$ cat config.mk
export PLATFORM = sky130hd
export DESIGN_NAME = rc5_core
export DESIGN_NICKNAME = d
export VERILOG_FILES = /design/src/rtl/rc5_core.sv
export SDC_FILE = /design/constraint.sdc
export NUM_CORES = 2
export LEC_CHECK = 0
export BUFFER_PORTS_ARGS = -buffer_cell sky130_fd_sc_hd__buf_2
export CAP_MARGIN = 10
export CORE_UTILIZATION = 26
export CTS_CLUSTER_DIAMETER = 30
export DETAILED_ROUTE_END_ITERATION = 10
export GPL_ROUTABILITY_DRIVEN = 0
export PLACE_DENSITY_LB_ADDON = 0.25
export REMOVE_ABC_BUFFERS = 1
export SETUP_SLACK_MARGIN = 0.2
export SLEW_MARGIN = 5
export SYNTH_ARGS = -nofsm -noshare
export SYNTH_HDL_FRONTEND = slang
export SYNTH_SLANG_ARGS = --single-unit
$ cat constraint.sdc
create_clock -name clk -period 19.01 [get_ports clk]
set_input_delay 1.901 -clock clk [delete_from_list [all_inputs] [get_ports clk]]
set_output_delay 1.901 -clock clk [all_outputs]
set_load 0.02 [all_outputs]
$ cat src/rtl/rc5_core.sv
// RC5-W/R/B block cipher core: iterative key expansion into an S table,
// then one full round per cycle for encrypt or decrypt.
module rc5_core #(
  parameter int unsigned    W  = 32,
  parameter int unsigned    R  = 12,
  parameter int unsigned    B  = 16,
  parameter logic [W-1:0]   PW = 'hB7E15163,
  parameter logic [W-1:0]   QW = 'h9E3779B9
) (
  input  logic             clk,
  input  logic             rst,
  input  logic             key_load,
  input  logic [8*B-1:0]   key_in,
  output logic             key_ready,
  input  logic             mode,
  input  logic             start,
  input  logic [W-1:0]     iA,
  input  logic [W-1:0]     iB,
  output logic             busy,
  output logic [W-1:0]     oA,
  output logic [W-1:0]     oB,
  output logic             done
);

  localparam int unsigned T    = 2 * (R + 1);
  localparam int unsigned U    = W / 8;
  localparam int unsigned C    = (B + U - 1) / U;
  localparam int unsigned NMIX = 3 * ((T > C) ? T : C);
  localparam int unsigned TW   = $clog2(T);
  localparam int unsigned CW   = (C > 1) ? $clog2(C) : 1;
  localparam int unsigned MW   = $clog2(NMIX + 1);
  localparam int unsigned LW   = $clog2(W);
  localparam int unsigned KP   = 8 * C * U;

  typedef enum logic [2:0] {IDLE, KINIT, KMIX, CRUN, CFIN} state_t;

  state_t          state;
  logic [W-1:0]    s [T];
  logic [W-1:0]    l [C];
  logic [W-1:0]    ra, rb;
  logic [TW-1:0]   i, k;
  logic [CW-1:0]   j;
  logic [MW-1:0]   cnt;
  logic            dec, fin;
  logic            restart;
  logic [KP-1:0]   key_pad;
  logic [TW-1:0]   widx, wprev, se, so;
  logic [W-1:0]    mix_a, mix_ab, mix_b;
  logic [W-1:0]    ea, eb, da, db;

  function automatic logic [W-1:0] rotl(input logic [W-1:0] x, input logic [LW-1:0] n);
    logic [2*W-1:0] y;
    y = {x, x} << n;
    return y[2*W-1:W];
  endfunction

  function automatic logic [W-1:0] rotr(input logic [W-1:0] x, input logic [LW-1:0] n);
    logic [2*W-1:0] y;
    y = {x, x} >> n;
    return y[W-1:0];
  endfunction

  assign restart = key_load && (state == IDLE || state == KINIT || state == KMIX);
  assign key_pad = KP'(key_in);
  assign widx    = cnt[TW-1:0];
  assign wprev   = widx - TW'(1);
  assign se      = {k[TW-2:0], 1'b0};
  assign so      = {k[TW-2:0], 1'b1};

  always_comb begin
    mix_a  = rotl(s[i] + ra + rb, LW'(3));
    mix_ab = mix_a + rb;
    mix_b  = rotl(l[j] + mix_ab, mix_ab[LW-1:0]);
    ea     = rotl(ra ^ rb, rb[LW-1:0]) + s[se];
    eb     = rotl(rb ^ ea, ea[LW-1:0]) + s[so];
    db     = rotr(rb - s[so], ra[LW-1:0]) ^ ra;
    da     = rotr(ra - s[se], db[LW-1:0]) ^ db;
  end

  // Key tables carry no reset: key_ready gates every use of their contents.
  always_ff @(posedge clk) begin
    if (rst) begin
      if (restart) begin
        s[0] <= PW;
        for (int unsigned m = 0; m < C; m++) l[m] <= key_pad[W*m +: W];
      end else if (state == KINIT) begin
        s[widx] <= s[wprev] + QW;
      end else if (state == KMIX && cnt != MW'(NMIX)) begin
        s[i] <= mix_a;
        l[j] <= mix_b;
      end
    end
  end

  always_ff @(posedge clk or negedge rst) begin
    if (!rst) begin
      state     <= IDLE;
      key_ready <= 1'b0;
      busy      <= 1'b0;
      done      <= 1'b0;
      oA        <= '0;
      oB        <= '0;
      ra        <= '0;
      rb        <= '0;
      i         <= '0;
      j         <= '0;
      k         <= '0;
      cnt       <= '0;
      dec       <= 1'b0;
      fin       <= 1'b0;
    end else begin
      done <= 1'b0;
      if (restart) begin
        state     <= KINIT;
        busy      <= 1'b1;
        key_ready <= 1'b0;
        cnt       <= MW'(1);
        ra        <= '0;
        rb        <= '0;
        i         <= '0;
        j         <= '0;
      end else begin
        unique case (state)
          IDLE: begin
            if (start && key_ready) begin
              dec   <= mode;
              ra    <= mode ? iA : iA + s[0];
              rb    <= mode ? iB : iB + s[1];
              k     <= mode ? TW'(R) : TW'(1);
              busy  <= 1'b1;
              state <= CRUN;
            end
          end
          KINIT: begin
            if (widx == TW'(T - 1)) begin
              cnt   <= '0;
              state <= KMIX;
            end else begin
              cnt <= cnt + MW'(1);
            end
          end
          KMIX: begin
            if (cnt == MW'(NMIX)) begin
              key_ready <= 1'b1;
              busy      <= 1'b0;
              state     <= IDLE;
            end else begin
              ra  <= mix_a;
              rb  <= mix_b;
              i   <= (i == TW'(T - 1)) ? '0 : i + TW'(1);
              j   <= (j == CW'(C - 1)) ? '0 : j + CW'(1);
              cnt <= cnt + MW'(1);
            end
          end
          CRUN: begin
            ra <= dec ? da : ea;
            rb <= dec ? db : eb;
            if (k == (dec ? TW'(1) : TW'(R))) begin
              fin   <= 1'b0;
              state <= CFIN;
            end else begin
              k <= dec ? k - TW'(1) : k + TW'(1);
            end
          end
          CFIN: begin
            // Two cycles here: final whitening step, then the output register,
            // so done lands R+2 edges after accept in both modes.
            if (!fin) begin
              if (dec) begin
                ra <= ra - s[0];
                rb <= rb - s[1];
              end
              fin <= 1'b1;
            end else begin
              oA    <= ra;
              oB    <= rb;
              done  <= 1'b1;
              busy  <= 1'b0;
              fin   <= 1'b0;
              state <= IDLE;
            end
          end
          default: state <= IDLE;
        endcase
      end
    end
  end

endmodule

-- Word-level counts from Yosys, hierarchy flattened
Memories as Yosys holds them, arrays and structs flattened.
Cells that the tools add are included.
- register bits: 155
- bits in writable memories: 960
- input bits: 197
- output and inout bits: 67
- logic and storage cells: 169
- memories kept: 2
- memory list (memory ; depth ; width ; rd ports ; clocked after Yosys merged registers in ; wr ports ; line ; source):
    s ; 26 ; 32 ; 6 ; 0 ; 1 ; 38 ; logic [W-1:0] s [T];
    l ; 4 ; 32 ; 1 ; 0 ; 4 ; 39 ; logic [W-1:0] l [C];
- add/sub/neg operators: 19
- equal/unequal tests: 22
- shift-type cells: 5
- mux-type cells: 76
- bitwise gates (word level): 5
- reduce and logical (&&, ||, !) cells: 26
- operators with widths (operator ; count):
    $mux 32 ; 17
    $add 32x32->32 ; 8
    $pmux 32 s4 ; 2
    $shl 64x5->64 ; 3
    $shr 64x5->32 ; 2
    $sub 32x32->32 ; 4
    $xor 32x32->32 ; 4
    $reduce_or 32->1 ; 3
    $mux 5 ; 9
    $add 32x32->32 const B ; 1
    $mux 1 ; 27
    $mux 7 ; 3
    $mux 3 ; 6
    $ne 3x3->1 const B ; 5
    $pmux 3 s5 ; 1
    $pmux 7 s2 ; 1
    $add 5x1->5 const B ; 2
    $eq 5x5->1 const B ; 2
    $mux 2 ; 5
    $pmux 5 s2 ; 1
    $reduce_and 5->1 ; 2
    $sub 5x1->5 const B ; 2
    $ne 3x2->1 const B ; 3
    $reduce_and 3->1 ; 3
    other kinds (24) ; 37

-- Logic depth before layout (Yosys ltp)
- word-level depth: 10
- gate-level depth with buffers: 59
- gate-level depth less buffers: 56

-- Worst setup path before layout
OpenSTA, ideal clock, no wires.
- kind: reg2reg
- from: register i[1]
- to: memory l[0][14] (data pin)
- setup time: 260 ps
- arrival time: 12941 ps
- data required time: 18750 ps
- setup slack: 5809 ps
- cell stages (with the launch flop): 56
- path buffers: 3
- period minus slack after synthesis: 13201 ps
- path through: dfrtp_1 -> clkbuf_1 -> clkbuf_1 -> buf_1 -> mux4_2 -> mux4_2 -> mux2_2 -> fa_1 -> ha_1 -> fa_1 -> a21o_1 -> a21oi_1 -> o21bai_1 -> a211oi_1 -> o21bai_1 -> a2111oi_0 -> nor3_1 -> nor3_1 -> [... 20 more ...] -> o21a_1 -> o21a_1 -> nor2_1 -> ha_1 -> a21o_1 -> a21oi_1 -> inv_1 -> or3_1 -> a31oi_1 -> o22ai_1 -> xnor3_1 -> xor2_1 -> mux4_2 -> mux2i_1 -> nor2_1 -> nor3_1 -> a21oi_1 -> mux2_2
- RTL lines (item ; line ; source):
    from (decl) ; 41 ; logic [TW-1:0] i, k;
    from (signal assigned) ; 150 ; i <= (i == TW'(T - 1)) ? '0 : i + TW'(1);
    to (decl) ; 39 ;

==> impl_metrics.yaml <==
global_route:
  grt_pass1_vias: 74500
  antenna_found_initial: 70
  grtUsageMet3: 0.0684
  busiest_layer: "met2"
  grtUsageMet1: 0.313
  grt_start_max_net_pins: 128
  grt_usage: 0.239
  grt_pass1_wl_mm: 592
  grt_overflow: 0
  use_met2: 0.355
timing:
  skew_ns: 0.0885
  relSlewSlack: 0.125
  setup-violations-final: 0
  slew_violations: 0
  fin_crit_ns: 16.85
  timing.hold.ws_ns: 0.469
  rsz0062_at_grt: "false"
  timing.fmax_mhz: 59.4
  worstMarginPinSlew_ns: 1.31
  min_period_over_period: 0.886
  hold_viol_final: 0
clock_network:
  cts_tree: "built"
  ctsHoldBuffers: 0
  cts-resized-gates: 0
  cts_setup_buffers: 0
  htreeDepth: 5
  clockRootBuffer: "clkbuf_16"
  cts_sinks: 1115
  cts_buffer_depth: 4
  cts_buffers: 296
  clk_latency_ns: 0.93
  path_clk_slew_ns: 0.04
yosys:
  synth_edf_count: 960
  synth_top_cell_by_area: "edfxtp_1"
  yosysWarnings: 0
  synth_common_cells: "edfxtp_1 (960), mux4_2 (757), nand2_1 (582), a21oi_1 (555), o21ai_0 (480)"
  ys.flop_type: "edfxtp_1"
  synthCells: 7906
  async_flop_share: 0.139
  synth_top_area_share: 0.319
  synth_area_leaders: "edfxtp_1 (32%), mux4_2 (19%), ha_1 (5.3%)"
  yosysMostFrequentCell: "edfxtp_1"
  ys_ff_latch: 1115
  syn_area_um2: 90300
  synth_area_per_cell_um2: 11.4
  yosysSeqAreaShare: 0.362
  ys_types: 116
floorplan:
  initial_core_util: 0.262
  ios: 264
  die_w_um: 591
  dieArea_um2: 350000
  num_rows: 215
  fp.dieH_um: 591
  fp.coreArea_um2: 344000
layout:
  area_delta_synth_final_pct: 19.8
  multi_input_area_um2: 54900
  seq_area_um2: 32800
  nets: 8802
  drive_gt1_frac: 0.254
  fillCellCount: 34400
drt:
  drtAntennaViolNets: 0
  drt_iter0_drc: 11300
  wl_per_cell_um: 33.2
  via_per_inst: 6.01
  dr.pass1.iters: 8
  wl_mm: 432
  dr_total_vias: 78100
  drc: 0
setup_path:
  end_kind: "register"
  worstSetupStartpoint: "i[1]$_DFFE_PN0P_"
  path_max_fanout: 41
  cp.arrival_ns: 17.55
  critPathKind: "reg -> reg"
  cp.required_ns: 19.72
  crit_top_cell: "a21oi_1"
  crit_family: "compound AO/OA/AOI/OAI gates"
  crit_slowest_cell: "dfrtp_4"
  cp_num_buf_inv: 4
  max_stage_delay_ns: 0.89
  critPathLaunchType: "register"
  reg2reg_from: "i[1]$_DFFE_PN0P_"
hold_path:
  hp-class: "reg -> reg"
  hold_start: "cnt[6]$_DFFE_PN0P_"
run:
  max_cap_viol_count: 0
placement:
  dpl.hpwl_mm: 314
  port_buffers: 263
status:
  outcome: "finished, final reports clean"
## per-stage QoR
step / setup slack [ns] / setup TNS (ns) / instances / instance area (µm²) / utilization
4_1_cts: 2.39 / 0 / 13000 / 108000 / 0.314
5_1_grt: 1.14 / 0 / 13000 / 108000 / 0.314
3_3_place_gp: 2.44 / 0 / 12400 / 97600 / 0.283
6_report: 2.16 / 0 / 13000 / 108000 / 0.314
2_1_floorplan: -1.65 / -216.97 / 7373 / 88100 / -
3_5_place_dp: 2.47 / 0 / 12400 / 97600 / 0.283
## worst paths after layout
path / to / slack [ns] / cells after the start
min in group asynchronous: oB[17]$_DFFE_PN0P_ / 0.93 / 1
max in group asynchronous: ra[12]$_DFFE_PN0P_ / 15.38 / 4
worst min register to register: cnt[6]$_DFFE_PN0P_ / 0.47 / 1
worst max register to register: l[2][6]$_DFFE_PP_ / 2.16 / 53
worst max-delay path: l[2][6]$_DFFE_PP_ / 2.16 / 53
worst min-delay path: cnt[6]$_DFFE_PN0P_ / 0.47 / 1
## layer usage
layer / vias up / wire length (µm) / part of all wire
met3: 1066 / 51800 / 0.12
met5: - / 345 / 0.00080
li1: 31800 / - / -
met4: 50 / 26300 / 0.061
met2: 5531 / 184000 / 0.43
met1: 39700 / 169000 / 0.39
## cells by family after synthesis
kind of cell    count (synthesis)  share of synthesized area
compound gates               2085                      0.150
simple gates                 1721                     0.0893
mux                          1356                      0.258
flops                        1115                      0.362
buf+inv                       787                     0.0347
fa+ha+maj                     423                     0.0622
xor+xnor                      419                     0.0427
## final cells by class
type                       count  share of cell area
clock buffer                 342              0.0708
inverter                     254             0.00883
antenna                       14            0.000324
multi-input combinational   6004               0.508
tap                         4557              0.0527
clock inverter               200              0.0261
timing repair buffer         511              0.0299
sequential                  1115               0.303
## placed cells by master (no fill, tap or decap), drive strengths merged, types with 99 or more instances in the layout
cell / n
mux2i: 411
edfxtp: 960
dfrtp: 155
xnor2: 251
clkinv: 99
buf: 511
o21ai: 495
inv: 272
clkbuf: 342
nor3: 119
mux2: 188
nand2: 582
xor2: 157
nor2: 449
a21o: 151
a211oi: 185
mux4: 757
ha: 380
a21oi: 563
nor2b: 106
nand3: 100
## sequential cells by signal, indices dropped and copies added (netlist names)
| register | flops |
|---|---|
| i | 5 |
| j | 2 |
| fin | 1 |
| rb | 32 |
| oB | 32 |
| ra | 32 |
| s | 832 |
| k | 5 |
| busy | 1 |
| cnt | 7 |
| done | 1 |
| dec | 1 |
| state | 3 |
| l | 128 |
| key_ready | 1 |
| oA | 32 |
Power is left out: the tool's default activity adds up to more than one toggle a clock period on the data nets, which glitch-free logic cannot reach.
